`src/rtl/boot_region_copier.sv`:
```
`default_nettype none
// boot_region_copier: boot-time byte copier from a parametrised table of flash regions into SD-RAM.
// Build macro BOOT_REGION_COPIER_CHECKSUM_EN adds a 16-bit running sum of all bytes read in a pass.
module boot_region_copier #(
    parameter int                         REGION_COUNT    = 3,
    parameter logic [24*REGION_COUNT-1:0] FLASH_ADDR_LIST = {24'h1F_0000, 24'h12_0000, 24'h10_0000},
    parameter logic [24*REGION_COUNT-1:0] RAM_ADDR_LIST   = {24'h77_E000, 24'h72_0000, 24'h70_0000},
    parameter logic [24*REGION_COUNT-1:0] SIZE_LIST       = {24'h00_2000, 24'h00_4000, 24'h02_0000}
) (
    input  logic                    CLK,
    input  logic                    RESET,
    input  logic                    START,
    input  logic [REGION_COUNT-1:0] REGION_EN,
    output logic                    FLASH_REQ,
    output logic [23:0]             FLASH_ADDR,
    input  logic                    FLASH_ACK,
    input  logic [7:0]              FLASH_DATA,
    output logic                    RAM_REQ,
    output logic [23:0]             RAM_ADDR,
    output logic [7:0]              RAM_DATA,
    input  logic                    RAM_ACK,
    output logic                    BUSY,
    output logic                    DONE,
    output logic [2:0]              REGION,
    output logic [15:0]             CHECKSUM
);

    typedef enum logic [2:0] {
        S_IDLE   = 3'd0,
        S_SELECT = 3'd1,
        S_FRD    = 3'd2,
        S_RWR    = 3'd3,
        S_FIN    = 3'd4
    } state_t;

    localparam logic [2:0] LAST_IDX = 3'(REGION_COUNT - 1);

    state_t                  state_q, state_d;
    logic [REGION_COUNT-1:0] en_q, en_d;
    logic [2:0]              idx_q, idx_d;
    logic [23:0]             src_q, src_d;
    logic [23:0]             dst_q, dst_d;
    logic [23:0]             cnt_q, cnt_d;
    logic [7:0]              byte_q, byte_d;
    logic                    freq_q, freq_d;
    logic                    rreq_q, rreq_d;
    logic                    busy_q, busy_d;
    logic                    done_q, done_d;

    logic                    sel_en;
    logic [23:0]             sel_src;
    logic [23:0]             sel_dst;
    logic [23:0]             sel_size;

    // Table lookup of the entry addressed by the current region index.
    always_comb begin
        sel_en   = 1'b0;
        sel_src  = '0;
        sel_dst  = '0;
        sel_size = '0;
        for (int i = 0; i < REGION_COUNT; i++) begin
            if (idx_q == 3'(i)) begin
                sel_en   = en_q[i];
                sel_src  = FLASH_ADDR_LIST[24*i +: 24];
                sel_dst  = RAM_ADDR_LIST[24*i +: 24];
                sel_size = SIZE_LIST[24*i +: 24];
            end
        end
    end

    always_comb begin
        state_d = state_q;
        en_d    = en_q;
        idx_d   = idx_q;
        src_d   = src_q;
        dst_d   = dst_q;
        cnt_d   = cnt_q;
        byte_d  = byte_q;
        freq_d  = freq_q;
        rreq_d  = rreq_q;
        busy_d  = busy_q;
        done_d  = done_q;
        unique case (state_q)
            S_IDLE: begin
                if (START) begin
                    state_d = S_SELECT;
                    en_d    = REGION_EN;
                    idx_d   = 3'd0;
                    busy_d  = 1'b1;
                    done_d  = 1'b0;
                end
            end
            S_SELECT: begin
                if (sel_en && (sel_size != 24'd0)) begin
                    src_d   = sel_src;
                    dst_d   = sel_dst;
                    cnt_d   = sel_size;
                    freq_d  = 1'b1;
                    state_d = S_FRD;
                end else if (idx_q == LAST_IDX) begin
                    state_d = S_FIN;
                    busy_d  = 1'b0;
                    done_d  = 1'b1;
                end else begin
                    idx_d = idx_q + 3'd1;
                end
            end
            S_FRD: begin
                if (FLASH_ACK) begin
                    byte_d  = FLASH_DATA;
                    freq_d  = 1'b0;
                    rreq_d  = 1'b1;
                    state_d = S_RWR;
                end
            end
            S_RWR: begin
                if (RAM_ACK) begin
                    src_d  = src_q + 24'd1;
                    dst_d  = dst_q + 24'd1;
                    cnt_d  = cnt_q - 24'd1;
                    rreq_d = 1'b0;
                    // cnt_q==1 means the byte just written was the last of the region.
                    if (cnt_q != 24'd1) begin
                        freq_d  = 1'b1;
                        state_d = S_FRD;
                    end else if (idx_q == LAST_IDX) begin
                        state_d = S_FIN;
                        busy_d  = 1'b0;
                        done_d  = 1'b1;
                    end else begin
                        idx_d   = idx_q + 3'd1;
                        state_d = S_SELECT;
                    end
                end
            end
            S_FIN: begin
                state_d = S_IDLE;
            end
            default: begin
                state_d = S_IDLE;
            end
        endcase
    end

    always_ff @(posedge CLK) begin
        if (RESET) begin
            state_q <= S_IDLE;
            en_q    <= '0;
            idx_q   <= '0;
            src_q   <= '0;
            dst_q   <= '0;
            cnt_q   <= '0;
            byte_q  <= '0;
            freq_q  <= 1'b0;
            rreq_q  <= 1'b0;
            busy_q  <= 1'b0;
            done_q  <= 1'b0;
        end else begin
            state_q <= state_d;
            en_q    <= en_d;
            idx_q   <= idx_d;
            src_q   <= src_d;
            dst_q   <= dst_d;
            cnt_q   <= cnt_d;
            byte_q  <= byte_d;
            freq_q  <= freq_d;
            rreq_q  <= rreq_d;
            busy_q  <= busy_d;
            done_q  <= done_d;
        end
    end

`ifdef BOOT_REGION_COPIER_CHECKSUM_EN
    logic [15:0] sum_q;

    always_ff @(posedge CLK) begin
        if (RESET) begin
            sum_q <= '0;
        end else if ((state_q == S_IDLE) && START) begin
            sum_q <= '0;
        end else if ((state_q == S_FRD) && FLASH_ACK) begin
            sum_q <= sum_q + {8'h00, FLASH_DATA};
        end
    end

    assign CHECKSUM = sum_q;
`else
    assign CHECKSUM = 16'h0000;
`endif

    assign FLASH_REQ  = freq_q;
    assign FLASH_ADDR = src_q;
    assign RAM_REQ    = rreq_q;
    assign RAM_ADDR   = dst_q;
    assign RAM_DATA   = byte_q;
    assign BUSY       = busy_q;
    assign DONE       = done_q;
    assign REGION     = idx_q;

endmodule

`default_nettype wire

```
`config.mk`:
```
export PLATFORM = sky130hd
export DESIGN_NAME = boot_region_copier
export DESIGN_NICKNAME = d
export VERILOG_FILES = /design/src/rtl/boot_region_copier.sv
export SDC_FILE = /design/constraint.sdc
export NUM_CORES = 1
export LEC_CHECK = 0
export CORE_MARGIN = 4
export CORE_UTILIZATION = 40
export DETAILED_ROUTE_END_ITERATION = 6
export PLACE_DENSITY = 0.69
export RECOVER_POWER = 50
export SLEW_MARGIN = 30
export SYNTH_ARGS = -nofsm -noshare
export SYNTH_HDL_FRONTEND = slang
export SYNTH_SLANG_ARGS = --single-unit
```
`constraint.sdc`:
```
create_clock -name CLK -period 3.3 [get_ports CLK]
set_clock_uncertainty 0.1 [all_clocks]
set_input_delay 0.825 -clock CLK [delete_from_list [all_inputs] [get_ports CLK]]
set_output_delay 0.825 -clock CLK [all_outputs]
set_load 0.02 [all_outputs]
```
# [After elaboration in Yosys (flattened, before gate mapping)]
# Cells that the tools add are included.
# W data, S select, Z words.
[op_classes] addsub=4 multipliers=0 div=0 n_lt_le_gt_ge=0 n_eq_ne=14 shift=0 n_mux=55 bitwise_logic=0 n_reduce_logical=15
[op_table] operator="$mux W24" n=12
[op_table] operator="$pmux W24 S2" n=3
[op_table] operator="$add A24 B1 Y24 const B" n=2
[op_table] operator="$mux W3" n=12
[op_table] operator="$ne A24 B1 Y1 const B" n=1
[op_table] operator="$reduce_bool A24 Y1" n=1
[op_table] operator="$sub A24 B1 Y24 const B" n=1
[op_table] operator="$mux W23" n=1
[op_table] operator="$mux W21" n=1
[op_table] operator="$mux W1" n=19
[op_table] operator="$mux W18" n=1
[op_table] operator="$ne A2 B2 Y1 const B" n=7
[op_table] operator="$pmux W3 S4" n=1
[op_table] operator="$reduce_and A5 Y1" n=2
[op_table] operator="$eq A3 B2 Y1 const B" n=3
[op_table] operator="$pmux W1 S3" n=3
[op_table] operator="$pmux W3 S3" n=1
[op_table] operator="$eq A3 B1 Y1 const B" n=2
[op_table] operator="$logic_not A3 Y1" n=2
[op_table] operator="$reduce_and A3 Y1" n=2
[op_table] operator="$reduce_bool A3 Y1" n=2
[op_table] operator="$reduce_and A2 Y1" n=2
[op_table] operator="$reduce_and A4 Y1" n=1
[op_table] operator="$reduce_bool A2 Y1" n=2
[op_table] operator="other kinds (4)" n=4
[word_totals] register_bits=93 latch_bits=0 mem_bits_rw=0 mem_bits_ro=0 in_bits=16 output_inout_bits=79 mem_count=0

# [Depth between registers and ports, before layout]
[logic_depth] depth_word=8 depth_mapped=10 depth_no_buf=7

# [Worst setup path after synthesis]
# Ideal clock, no wire load.
[synth_path] path_kind="register to register" from="register idx_q[1], in the netlist REGION[1]" to="register cnt_q[15]" arrival_ps=2438 t_required_ps=3130 setup_slack_ps=692 stages_incl_launch_ff=10 path_buffers=2 synth_period_minus_slack_ps=2608 path_cell_list="dfxtp_1 > inv_1 > ha_1 > nand3b_1 > a221oi_2 > a21oi_1 > buf_2 > clkbuf_1 > or4_1 > a21oi_1"
[synth_between] elab_chain_len=8
[synth_lines] element="start, declared" line_no="40" text="logic [2:0] idx_q, idx_d;"
[synth_lines] element="start signal, assigned" line_no="161" text="idx_q <= idx_d;"
[synth_lines] element="$logic_not A3 Y1" line_no="62" text="if (idx_q == 3'(i)) begin"
[synth_lines] element="$mux W18" line_no="62"
[synth_lines] element="$mux W24 (2 in series)" line_no="62"
[synth_lines] element="$reduce_bool A24 Y1" line_no="94" text="if (sel_en && (sel_size != 24'd0)) begin"
[synth_lines] element="$logic_and A1 B1 Y1" line_no="94"
[synth_lines] element="$ne A2 B2 Y1 (no source line)"
[synth_lines] element="$reduce_and A3 Y1 (no source line)"
[synth_lines] element="end signal, assigned" line_no="164" text="cnt_q <= cnt_d;"
[synth_lines] element="end, declared" line_no="43" text="logic [23:0] cnt_q, cnt_d;"
# Parallel ways exist; a longest one is shown, timed or not. The select of a mux whose other input is x is not followed.
# A chain may end at the register's enable or synchronous reset.

# [Final worst setup path]
[layout_path] from="register state_q[0]" to="register src_q[20], in the netlist FLASH_ADDR[20]"
[layout_between] elab_chain_len=3
[layout_lines] element="start, declared" line_no="38" text="state_t state_q, state_d;"
[layout_lines] element="start signal, assigned" line_no="159" text="state_q <= state_d;"
[layout_lines] element="$eq A3 B1 Y1 / $eq A3 B2 Y1 (equally long branches)" line_no="83" text="unique case (state_q)"
[layout_lines] element="$ne A2 B2 Y1 (no source line) / $reduce_bool A2 Y1 (equally long branches)"
[layout_lines] element="$reduce_and A3 Y1 (no source line)"
[layout_lines] element="end signal, assigned" line_no="162" text="src_q <= src_d;"
[layout_lines] element="end, declared" line_no="41" text="logic [23:0] src_q, src_d;"
# Parallel ways exist; a longest one is shown, timed or not.

==> out/results.ini <==
[power_and_ir_drop]
combPwrFrac_pct=14.8
clkPwrFrac_pct=38.3
p_int_mw=1.800
power_density_nw_per_um2=417.6
power.share.sequential_pct=46.9
swShare_pct=28.78
ir_worst_vdd_v=0.0001929
p_leak_nw=2.215
switching_power_mw=0.7273

[setup_path]
crit_type=reg2reg
path_max_fanout=17
cp_data_arrival_time_ns=2.94
end_kind=flip-flop
crit_path_start_kind=flip-flop
r2r_start=state_q[0]
crit_required_ns=3.45
cp-startpoint=state_q[0]

[sta]
fin_crit_sh_pct=84.68
setup_tns_ns=0
hold_violations=0
slew_viol_final=0
setup_ws_ns=0.5056
slew_headroom_pct=42.52
tightest_slew_ns=0.8544
setup_violations=0
rsz0062_at_grt=false
fmax_mhz=357.9
period_minus_slack_ns=2.794

[finish]
nNetsFinal=699
regArea_um2=1862
drive_gt1_share_pct=6.324
nFillCells=1142
postLayoutCoreUtil_pct=50.39
multi_input_area_um2=2774
diodes=0
synthToLayoutAreaGrowth_pct=23.52

[yosys]
synth-async-reset-ratio_pct=0
yosys_warnings=0
synth.yosys.seq_area_share_pct=38.00
synth-seq-cells=93
synth_area_per_cell_um2=8.085
postSynthCellCount=606
synth_edf_count=0
ys_types=60
synthFlopType=dfxtp_1
syn-cell-area_um2=4900

[die]
die_y_um=118.7
coreArea_um2=12010
initial_utilization_pct=40.79
rows=40
die_x_um=118.7
dieArea_um2=14080
io_pins=95

[drt]
first_pass_iters=5
final_antenna_net_count=0
routed_wl_um=13560
post_drt_wl_per_cell_um=16.40
drtIter0Drc=481
remaining_drc_errors=0
viasPerCell=6.025
vias=4983

[place]
place_congestion=0.8136
pre_cts_ws_ns=0.5174
post-dp-hpwl_um=9658
portBuffers=78

[status]
status=finished clean

[global_route]
antenna_found_initial=0
grt_pass1_wl_um=22250
grt_max_degree=53
grt_pass1_vias=4552
grt_overflow=0
grt_util_all_layers_pct=18.90

[clock_tree]
insertion_delay_ns=0.35
htreeDepth=3
cts.sinks=93
clockBufferDepth=2
cts_made_buffers=9
cts-root-buf=clkbuf_16
cts_resized=0
post_cts_buffers=0
cts_tree=yes
cts.reportedPaths.clkPinSlew_ns=0.07
cts.hold.buffers_added=0

[hold_path]
hp-class=reg2reg
hp-start=RAM_DATA[6]

[flow_run]
max_cap_violations=0

metal layers:
metal  global-route usage (%)  routed length (µm)  vias to the layer above
met4                    6.807                 219                        0
li1                         -                   -                     2403
met5                        0                   0                        -
met3                    4.641                1023                       17
met2                    29.80                6248                      194
met1                    25.13                6071                     2369
critical path, stage by stage (launching register included):
cell and delay, ns:
dfxtp_1 0.57, and3b_1 0.24, clkbuf_1 0.63, nand2_1 0.53, a31oi_1 0.33, nor4_1 0.07, a31o_2 0.22
synth_stat cells, types with 8 or more instances:
cell	number	area share, %
buf_4	16	2.5
or4_1	37	5.7
buf_2	8	0.82
nor2_1	35	2.7
nand2b_1	8	1.0
ha_1	8	2.0
dfxtp_1	93	38
or3_1	15	1.9
o31ai_1	35	5.4
and3_1	9	1.1
inv_1	14	1.1
a21oi_1	79	8.1
nand3_1	27	2.8
nand4_1	17	2.2
clkbuf_1	26	2.0
nor4_1	9	1.1
nand2_1	50	3.8
o21ai_0	21	2.1
nor3_1	16	1.6
flip-flops by register name, indices dropped and copies added (netlist names):
| signal | flops |
|---|---|
| BUSY | 1 |
| DONE | 1 |
| FLASH_ADDR | 24 |
| FLASH_REQ | 1 |
| RAM_ADDR | 24 |
| RAM_DATA | 8 |
| RAM_REQ | 1 |
| REGION | 3 |
| cnt_q | 24 |
| en_q | 3 |
| state_q | 3 |
power groups by stage:
stage               Combinational, mW  Sequential [mW]  Clock [mW]
floorplan                       0.282             1.21           0
global placement                0.372             1.21           0
detailed placement              0.378             1.21           0
CTS                             0.380             1.19       0.988
global route                    0.416             1.19        1.04
finish                          0.373             1.19       0.968
cells in the final DEF, fill, tap and decap left out, types with 5 or more instances in the layout:
cell type,netlist,layout
nand2b_1,8,8
nor2_1,35,35
nand4_1,17,17
or2_2,6,6
a21o_1,6,6
clkbuf_16,0,9
clkdlybuf4s50_1,0,16
nor4_1,9,9
ha_1,8,8
or3_1,15,15
mux2i_1,5,5
o21ai_0,21,21
and3_1,9,9
o31ai_1,35,35
buf_4,16,13
inv_1,14,14
nand3_1,27,27
conb_1,1,16
clkbuf_1,26,5
dlygate4sd3_1,0,62
a31oi_1,5,5
or4_1,37,37
a21oi_1,79,78
nand2_1,50,50
nor3_1,16,16
dfxtp_1,93,93
logic make-up (layout without fill, tap and decap cells):
group	Yosys count	after routing	share of synthesized area (%)
buffers and inverters	66	125	6.639
AO/OA/AOI/OAI	177	177	22.65
multiplexers	5	5	1.021
flip-flops	93	93	38.00
AND/OR/NAND/NOR	254	254	29.21
XOR/XNOR	2	2	0.3576
adder cells (fa/ha/maj)	8	8	2.043
other	1	16	0.07654
path summary, 6_finish.rpt:
path	endpoint	cells past startpoint	slack [ns]
setup / recovery	FLASH_ADDR[20]	6	0.51
hold / removal	RAM_DATA[6]	2	0.36
setup reg to reg	FLASH_ADDR[20]	6	0.51
hold reg to reg	RAM_DATA[6]	2	0.36
stage by stage:
| step | instance area [µm²] | total power, mW | instances | hold WS [ns] |
|---|---|---|---|---|
| after CTS | 6070 | 2.552 | 827 | 0.3619 |
| final | 6052 | 2.527 | 827 | 0.3569 |
| after detailed placement | 5799 | 1.588 | 811 | 0.3517 |
| after floorplan | 4956 | 1.492 | 621 | 0.3463 |
| after global routing | 6052 | 2.647 | 827 | 0.3906 |
| after global placement | 5799 | 1.580 | 811 | 0.3425 |
cell type report:
cell class	instances	area share, %
sequential	93	30.76
timing repair buffer	95	15.03
inverter	14	0.8683
clock inverter	5	0.6202
multi-input combinational	462	45.83
clock buffer	11	3.845
tap	147	3.039
Power figures use the tool's default switching activity.
